==> src/rtl/signed_fixed_point_divider.sv <==
// Signed Q-format divider: dividend/divisor with saturation, restoring algorithm, one quotient bit per clock.
// Latency: valid_out N+1 cycles after the accept edge (N = W+F), or 1 cycle for a zero divisor.
// Backpressure: ready_out low from accept until the result cycle completes; start_in while busy is dropped.
module signed_fixed_point_divider #(
    parameter int FIXED_POINT_WIDTH    = 16,
    parameter int FIXED_POINT_POSITION = 10
) (
    input  logic                         clk_in,
    input  logic                         rst_in,
    input  logic                         start_in,
    input  logic [FIXED_POINT_WIDTH-1:0] dividend_in,
    input  logic [FIXED_POINT_WIDTH-1:0] divisor_in,
    output logic                         ready_out,
    output logic                         valid_out,
    output logic [FIXED_POINT_WIDTH-1:0] quotient_out,
    output logic                         div_by_zero_out
);

    localparam int W     = FIXED_POINT_WIDTH;
    localparam int F     = FIXED_POINT_POSITION;
    localparam int N     = W + F;
    localparam int CNT_W = (N > 1) ? $clog2(N) : 1;

    localparam logic [W-1:0]     MAX_VAL  = {1'b0, {(W-1){1'b1}}};
    localparam logic [W-1:0]     MIN_VAL  = {1'b1, {(W-1){1'b0}}};
    localparam logic [W-1:0]     ONE_W    = {{(W-1){1'b0}}, 1'b1};
    localparam logic [N-1:0]     MAX_MAG  = {{F{1'b0}}, MAX_VAL};
    localparam logic [N-1:0]     MIN_MAG  = {{F{1'b0}}, MIN_VAL};
    localparam logic [CNT_W-1:0] CNT_LAST = CNT_W'(N - 1);
    localparam logic [CNT_W-1:0] CNT_ONE  = {{(CNT_W-1){1'b0}}, 1'b1};

    typedef enum logic [1:0] {
        ST_IDLE,
        ST_DIVIDE,
        ST_DONE
    } state_t;

    state_t           state_q;
    logic [CNT_W-1:0] cnt_q;
    logic [N-1:0]     num_q;      // numerator, shifted out MSB first
    logic [N-1:0]     rem_q;      // partial remainder
    logic [N-1:0]     quo_q;      // quotient magnitude being built
    logic [W-1:0]     dvsr_q;     // |divisor|
    logic             neg_q;      // result sign
    logic             dvd_neg_q;  // dividend sign, picks the divide-by-zero rail
    logic             dz_q;       // divisor was zero
    logic             fin_q;      // all quotient bits done, next DIVIDE cycle forms the result
    logic             ready_q;
    logic             valid_q;
    logic [W-1:0]     quotient_q;
    logic             dbz_q;

    logic [W-1:0]     dvd_mag_d;
    logic [W-1:0]     dvs_mag_d;
    logic             dvs_zero_d;
    logic [N-1:0]     dvsr_ext_d;
    logic [N-1:0]     rem_shift_d;
    logic             ge_d;
    logic [N-1:0]     rem_d;
    logic [N-1:0]     quo_d;
    logic [W-1:0]     result_d;

    // Operand magnitudes; the most negative value maps to 2^(W-1) without overflow
    always_comb begin
        dvd_mag_d  = dividend_in[W-1] ? (~dividend_in + ONE_W) : dividend_in;
        dvs_mag_d  = divisor_in[W-1]  ? (~divisor_in  + ONE_W) : divisor_in;
        dvs_zero_d = (divisor_in == '0);
    end

    // One restoring step: shift in the next numerator bit, subtract if the divisor fits
    always_comb begin
        dvsr_ext_d  = {{F{1'b0}}, dvsr_q};
        rem_shift_d = {rem_q[N-2:0], num_q[N-1]};
        ge_d        = (rem_shift_d >= dvsr_ext_d);
        rem_d       = ge_d ? (rem_shift_d - dvsr_ext_d) : rem_shift_d;
        quo_d       = {quo_q[N-2:0], ge_d};
    end

    // Apply sign and saturate the final magnitude; truncation toward zero falls out of magnitude division
    always_comb begin
        result_d = '0;
        if (dz_q) begin
            result_d = dvd_neg_q ? MIN_VAL : MAX_VAL;
        end else if (!neg_q) begin
            result_d = (quo_q > MAX_MAG) ? MAX_VAL : quo_q[W-1:0];
        end else begin
            result_d = (quo_q > MIN_MAG) ? MIN_VAL : (~quo_q[W-1:0] + ONE_W);
        end
    end

    // Control FSM with registered handshake and result outputs
    always_ff @(posedge clk_in or posedge rst_in) begin
        if (rst_in) begin
            state_q    <= ST_IDLE;
            cnt_q      <= '0;
            num_q      <= '0;
            rem_q      <= '0;
            quo_q      <= '0;
            dvsr_q     <= '0;
            neg_q      <= 1'b0;
            dvd_neg_q  <= 1'b0;
            dz_q       <= 1'b0;
            fin_q      <= 1'b0;
            ready_q    <= 1'b1;
            valid_q    <= 1'b0;
            quotient_q <= '0;
            dbz_q      <= 1'b0;
        end else begin
            case (state_q)
                ST_IDLE: begin
                    valid_q <= 1'b0;
                    if (start_in) begin
                        num_q     <= {dvd_mag_d, {F{1'b0}}};
                        dvsr_q    <= dvs_mag_d;
                        rem_q     <= '0;
                        quo_q     <= '0;
                        neg_q     <= dividend_in[W-1] ^ divisor_in[W-1];
                        dvd_neg_q <= dividend_in[W-1];
                        dz_q      <= dvs_zero_d;
                        // A zero divisor skips every restoring step and only spends the result cycle
                        fin_q     <= dvs_zero_d;
                        cnt_q     <= CNT_LAST;
                        ready_q   <= 1'b0;
                        state_q   <= ST_DIVIDE;
                    end
                end
                ST_DIVIDE: begin
                    if (fin_q) begin
                        quotient_q <= result_d;
                        dbz_q      <= dz_q;
                        valid_q    <= 1'b1;
                        fin_q      <= 1'b0;
                        state_q    <= ST_DONE;
                    end else begin
                        rem_q <= rem_d;
                        quo_q <= quo_d;
                        num_q <= {num_q[N-2:0], 1'b0};
                        if (cnt_q == '0) begin
                            fin_q <= 1'b1;
                        end else begin
                            cnt_q <= cnt_q - CNT_ONE;
                        end
                    end
                end
                ST_DONE: begin
                    valid_q <= 1'b0;
                    ready_q <= 1'b1;
                    state_q <= ST_IDLE;
                end
                default: begin
                    state_q <= ST_IDLE;
                    ready_q <= 1'b1;
                    valid_q <= 1'b0;
                end
            endcase
        end
    end

    assign ready_out       = ready_q;
    assign valid_out       = valid_q;
    assign quotient_out    = quotient_q;
    assign div_by_zero_out = dbz_q;

endmodule

==> config.mk <==
export PLATFORM = sky130hd
export DESIGN_NAME = signed_fixed_point_divider
export DESIGN_NICKNAME = d
export VERILOG_FILES = /design/src/rtl/signed_fixed_point_divider.sv
export SDC_FILE = /design/constraint.sdc
export NUM_CORES = 1
export LEC_CHECK = 0
export CORE_ASPECT_RATIO = 1.1
export CORE_UTILIZATION = 40
export DETAILED_ROUTE_END_ITERATION = 6
export PLACE_DENSITY = 0.64
export SETUP_SLACK_MARGIN = 0.15
export SYNTH_ARGS = -nofsm -noshare
export SYNTH_HDL_FRONTEND = slang
export SYNTH_SLANG_ARGS = --single-unit
==> constraint.sdc <==
create_clock -name clk_in -period 9.41 [get_ports clk_in]
set_clock_uncertainty 0.1 [all_clocks]
set_input_delay 1.882 -clock clk_in [delete_from_list [all_inputs] [get_ports clk_in]]
set_output_delay 1.882 -clock clk_in [all_outputs]
set_load 0.02 [all_outputs]
==> run summary <==
The overall power consumption is 3.11 mW. The reg-to-reg critical path endpoint is quotient_out[8]. The required time at the worst-slack endpoint is 9600 ps. For this run, asynchronously set or reset flops after synthesis account for 1.00. IR analysis of the VDD net gives a maximum drop of approximately 0.18 mV. The later pin in the worst-skew pair is clocked with a latency of between 400 and 500 ps.

The cell count after synthesis is 798. The total number of H-tree levels is 4. After the last flow step, the layout net total stands at 892. The final number of hold-violating endpoints came to 0. The cell depth of the worst hold path is 2. The transition at the pin with the smallest max-transition slack is 1090 ps. The number of global-route vias before repair is between 5000 and 6000. In the final layout, the share of cells above drive strength 1 is 0.0637.

In this run the horizontal extent of the chip is ~130 um. Entering global routing, the biggest net connects 65 pins. The number of resized instances in the post-cts repair step came out at 0. The peak fanout along the critical path is 53. The critical path ends at cnt_q[4]. The detailed-router iteration count before antenna repair is 5. The max-slew violation total from the final report came out at 0. Headroom to the max-slew limit came out at 0.267. The number of enable flip-flop cells after synthesis came out at 0. After floorplanning, the core was divided into 49 placement rows. The run finished with clean final reports.

Dividing the final minimum period by the clock period gives 0.438. The flip-flop and latch count after synthesis came out at roughly 110. The final layout contains routed wiring with a total length of 15800 um. The number of placed instances, taps included is 1020.

The signal on the critical path passes through clkdlybuf4s50_1, and2_1, nor2_4, buf_4, a21oi_1, nand3_1, xor2_1, nand2_1. The global-route total usage across every layer is 0.192. 54 I/O pins were placed. The power density over cell area is 383 nW/um2.

For this run the aggregate overflow at the end of global routing stands at 0. The area added between synthesis and finish came out at 19.0%. The worst-case setup slack after placement is 4830 ps. The area of the die is around 18000 um2. The worst setup margin is 5290 ps. The share of the yosys chip area belonging to registers came out at 0.415. Counting the buffers created by CTS gives 17. The routed design could run at a clock period as short as 4120 ps. Across all layers, the routed design uses about 5800 vias. The worst reg-to-reg path cell count came out at 8. The worst register-to-register path begins at quo_q[0]. In the final timing run, aggregate negative setup slack is 0 ps. TritonCTS built the clock tree.

Setup repair after global routing left no endpoint under its margin. The count of unresolved DRC violations after routing is 0. The final number of setup-violating endpoints is 0.

The clock root buffer is sky130_fd_sc_hd__clkbuf_16. The final instance count without filler cells came out at 1052. The per-instance average area after synthesis is approximately 8.5 um2.

The number of DRC markers in iteration 0 is 441. Dividing the detail-routed wire length by the instance count gives 15.0 um. Summing every instance area after synthesis gives between 6000 and 7000 um2. Tracing the worst setup path back leads to its startpoint at start_in.

The kind of critical path is input port to flip-flop. The first-pass GRT wire length came out at approximately 27000 um. The number of nets still failing antenna checks after routing is 0. For the worst setup path, the data arrival time is 4310 ps. The achievable frequency is ~240 MHz.

In the synthesized netlist the dominant register cell turns out to be sky130_fd_sc_hd__dfrtp_1. The master of the slowest instance on the critical path is sky130_fd_sc_hd__a21oi_1. The count of different cell masters after synthesis is 70.

The number of buffers inserted by hold repair at cts came out at 0. Detailed placement finished with a half-perimeter wire length of about 11000 um. Leaving out fill and tap cells, the most frequent cell in the layout is sky130_fd_sc_hd__nand2_1. The count of buffers added on input and output ports is 53.

The launching element type of the critical path is an input port. The number of max-cap violations came out at 0. The number of buffers added for setup after CTS is 0. The delay of the slowest cell on the worst path is 500 ps. The die is 139 um tall. The count of antenna diodes in the layout came out at 0. The standby leakage power came out at 3.57 nW.

The top cell types in the final layout, fill and taps aside, are 114 x sky130_fd_sc_hd__nand2_1, 112 x sky130_fd_sc_hd__dfrtp_1, 74 x sky130_fd_sc_hd__o21ai_0. Yosys printed 0 warnings. The kind of end point of the critical path is a flip-flop.

The number of antenna violations at the first check in global routing came to 0. The weighted congestion at the end of routability-driven global placement came out at 0.825. The classification of the worst-slack hold path is flip-flop to flip-flop.

The clock-pin slew of the registers on the worst-case setup and hold paths came out at 60 ps. The number of nets in the synthesized netlist came out at 855. For this configuration, the core starts out at a cell density of 0.413.

The worst register-to-register path has a setup slack of 6120 ps. The area of the core came out at 16500 um2. The via density per instance came out at 5.53. The largest buffer count on any clock path came out at 2. The number of sinks handled by clock tree synthesis came out at 113.
## synth_stat cells (3+ instances only)
cell type / n / area share
sky130_fd_sc_hd__nor2_1: 68 / 0.037
sky130_fd_sc_hd__clkbuf_1: 30 / 0.017
sky130_fd_sc_hd__nand4_1: 4 / 0.0037
sky130_fd_sc_hd__dfrtp_1: 112 / 0.41
sky130_fd_sc_hd__o22ai_1: 5 / 0.0046
sky130_fd_sc_hd__o211ai_1: 7 / 0.0077
sky130_fd_sc_hd__o31ai_1: 9 / 0.0099
sky130_fd_sc_hd__buf_4: 4 / 0.0044
sky130_fd_sc_hd__a31oi_1: 7 / 0.0064
sky130_fd_sc_hd__a211oi_1: 5 / 0.0055
sky130_fd_sc_hd__and2_1: 4 / 0.0037
sky130_fd_sc_hd__o21ai_0: 74 / 0.054
sky130_fd_sc_hd__nand3_1: 14 / 0.010
sky130_fd_sc_hd__a211o_1: 3 / 0.0039
sky130_fd_sc_hd__or4_1: 4 / 0.0044
sky130_fd_sc_hd__and3_1: 7 / 0.0064
sky130_fd_sc_hd__o311ai_0: 9 / 0.012
sky130_fd_sc_hd__xnor2_1: 13 / 0.017
sky130_fd_sc_hd__nand2_1: 114 / 0.063
sky130_fd_sc_hd__or3_1: 9 / 0.0083
sky130_fd_sc_hd__ha_1: 21 / 0.039
sky130_fd_sc_hd__o41ai_1: 5 / 0.0064
sky130_fd_sc_hd__mux2i_1: 11 / 0.016
sky130_fd_sc_hd__nand2b_1: 10 / 0.0092
sky130_fd_sc_hd__o21ai_1: 5 / 0.0037
sky130_fd_sc_hd__buf_1: 5 / 0.0028
sky130_fd_sc_hd__a21o_1: 9 / 0.0099
sky130_fd_sc_hd__nor4_1: 8 / 0.0073
sky130_fd_sc_hd__a21boi_0: 3 / 0.0033
sky130_fd_sc_hd__nor2b_1: 4 / 0.0037
sky130_fd_sc_hd__a21oi_1: 70 / 0.051
sky130_fd_sc_hd__inv_1: 38 / 0.021
sky130_fd_sc_hd__nor3_1: 14 / 0.010
sky130_fd_sc_hd__xor2_1: 33 / 0.042
sky130_fd_sc_hd__a22o_1: 20 / 0.026
## final cells by class
class | instances | area [um2]
clock buffer | 18 | 439
sequential | 113 | 2830
fill | 1579 | 8380
multi-input combinational | 605 | 3680
timing repair buffer | 60 | 583
tap | 204 | 255
clock inverter | 14 | 181
inverter | 38 | 145
## report_power, final
| part | leakage [nW] | switching [mW] | internal [mW] | total, mW |
|---|---|---|---|---|
| Combinational | 1.87 | 0.860 | 0.646 | 1.51 |
| Sequential | 1.40 | 0.212 | 0.719 | 0.931 |
| Clock | 0.295 | 0.245 | 0.427 | 0.671 |
| Total | 3.57 | 1.32 | 1.79 | 3.11 |
## kinds of logic (layout without fill, tap and decap cells)
family	count (synthesis)	after routing	share of synthesized area
AOI/OAI and AO/OA	248	248	0.228
xor gates and xnor gates	46	46	0.0591
adders and majority gates	22	22	0.0415
buffers and inverters	80	130	0.0468
DFF	113	113	0.415
muxes	12	12	0.0178
and+or+nand+nor	277	277	0.191
## metrics by stage
step / utilization / hold WS [ps] / cell area, um2
after floorplan: - / 350 / 6820
after global placement: 0.454 / 362 / 7490
after detailed placement: 0.454 / 364 / 7490
after CTS: 0.492 / 378 / 8110
after global routing: 0.492 / 395 / 8110
final: 0.492 / 373 / 8110
## sequential cells by signal, indices dropped and copies added, names as in the netlist, 2 cells and up
name / flops
quotient_out: 16
num_q: 16
cnt_q: 5
state_q: 2
rem_q: 25
quo_q: 26
dvsr_q: 16
## critical path, delay by kind of cell
family          cells  cell delay (ps)
compound gates      1              500
xor+xnor            1              160
simple gates        4              890
buf+inv             2              830
## worst min path at each step
stage	startpoint	slack [ps]	to
after floorplan	dvsr_q[10]	350	dvsr_q[10]
after global placement	num_q[17]	360	num_q[17]
after detailed placement	div_by_zero_out	360	div_by_zero_out
after CTS	div_by_zero_out	380	div_by_zero_out
after global routing	rem_q[24]	390	rem_q[24]
final	div_by_zero_out	370	div_by_zero_out
## routing by layer
metal | up-vias | wire, um | global-route usage
met5 | - | 0 | 0
li1 | 2915 | - | -
met4 | 0 | 273 | 0.0742
met3 | 25 | 568 | 0.0409
met2 | 134 | 7360 | 0.295
met1 | 2741 | 7590 | 0.263
(Power assumes the default switching activity.)
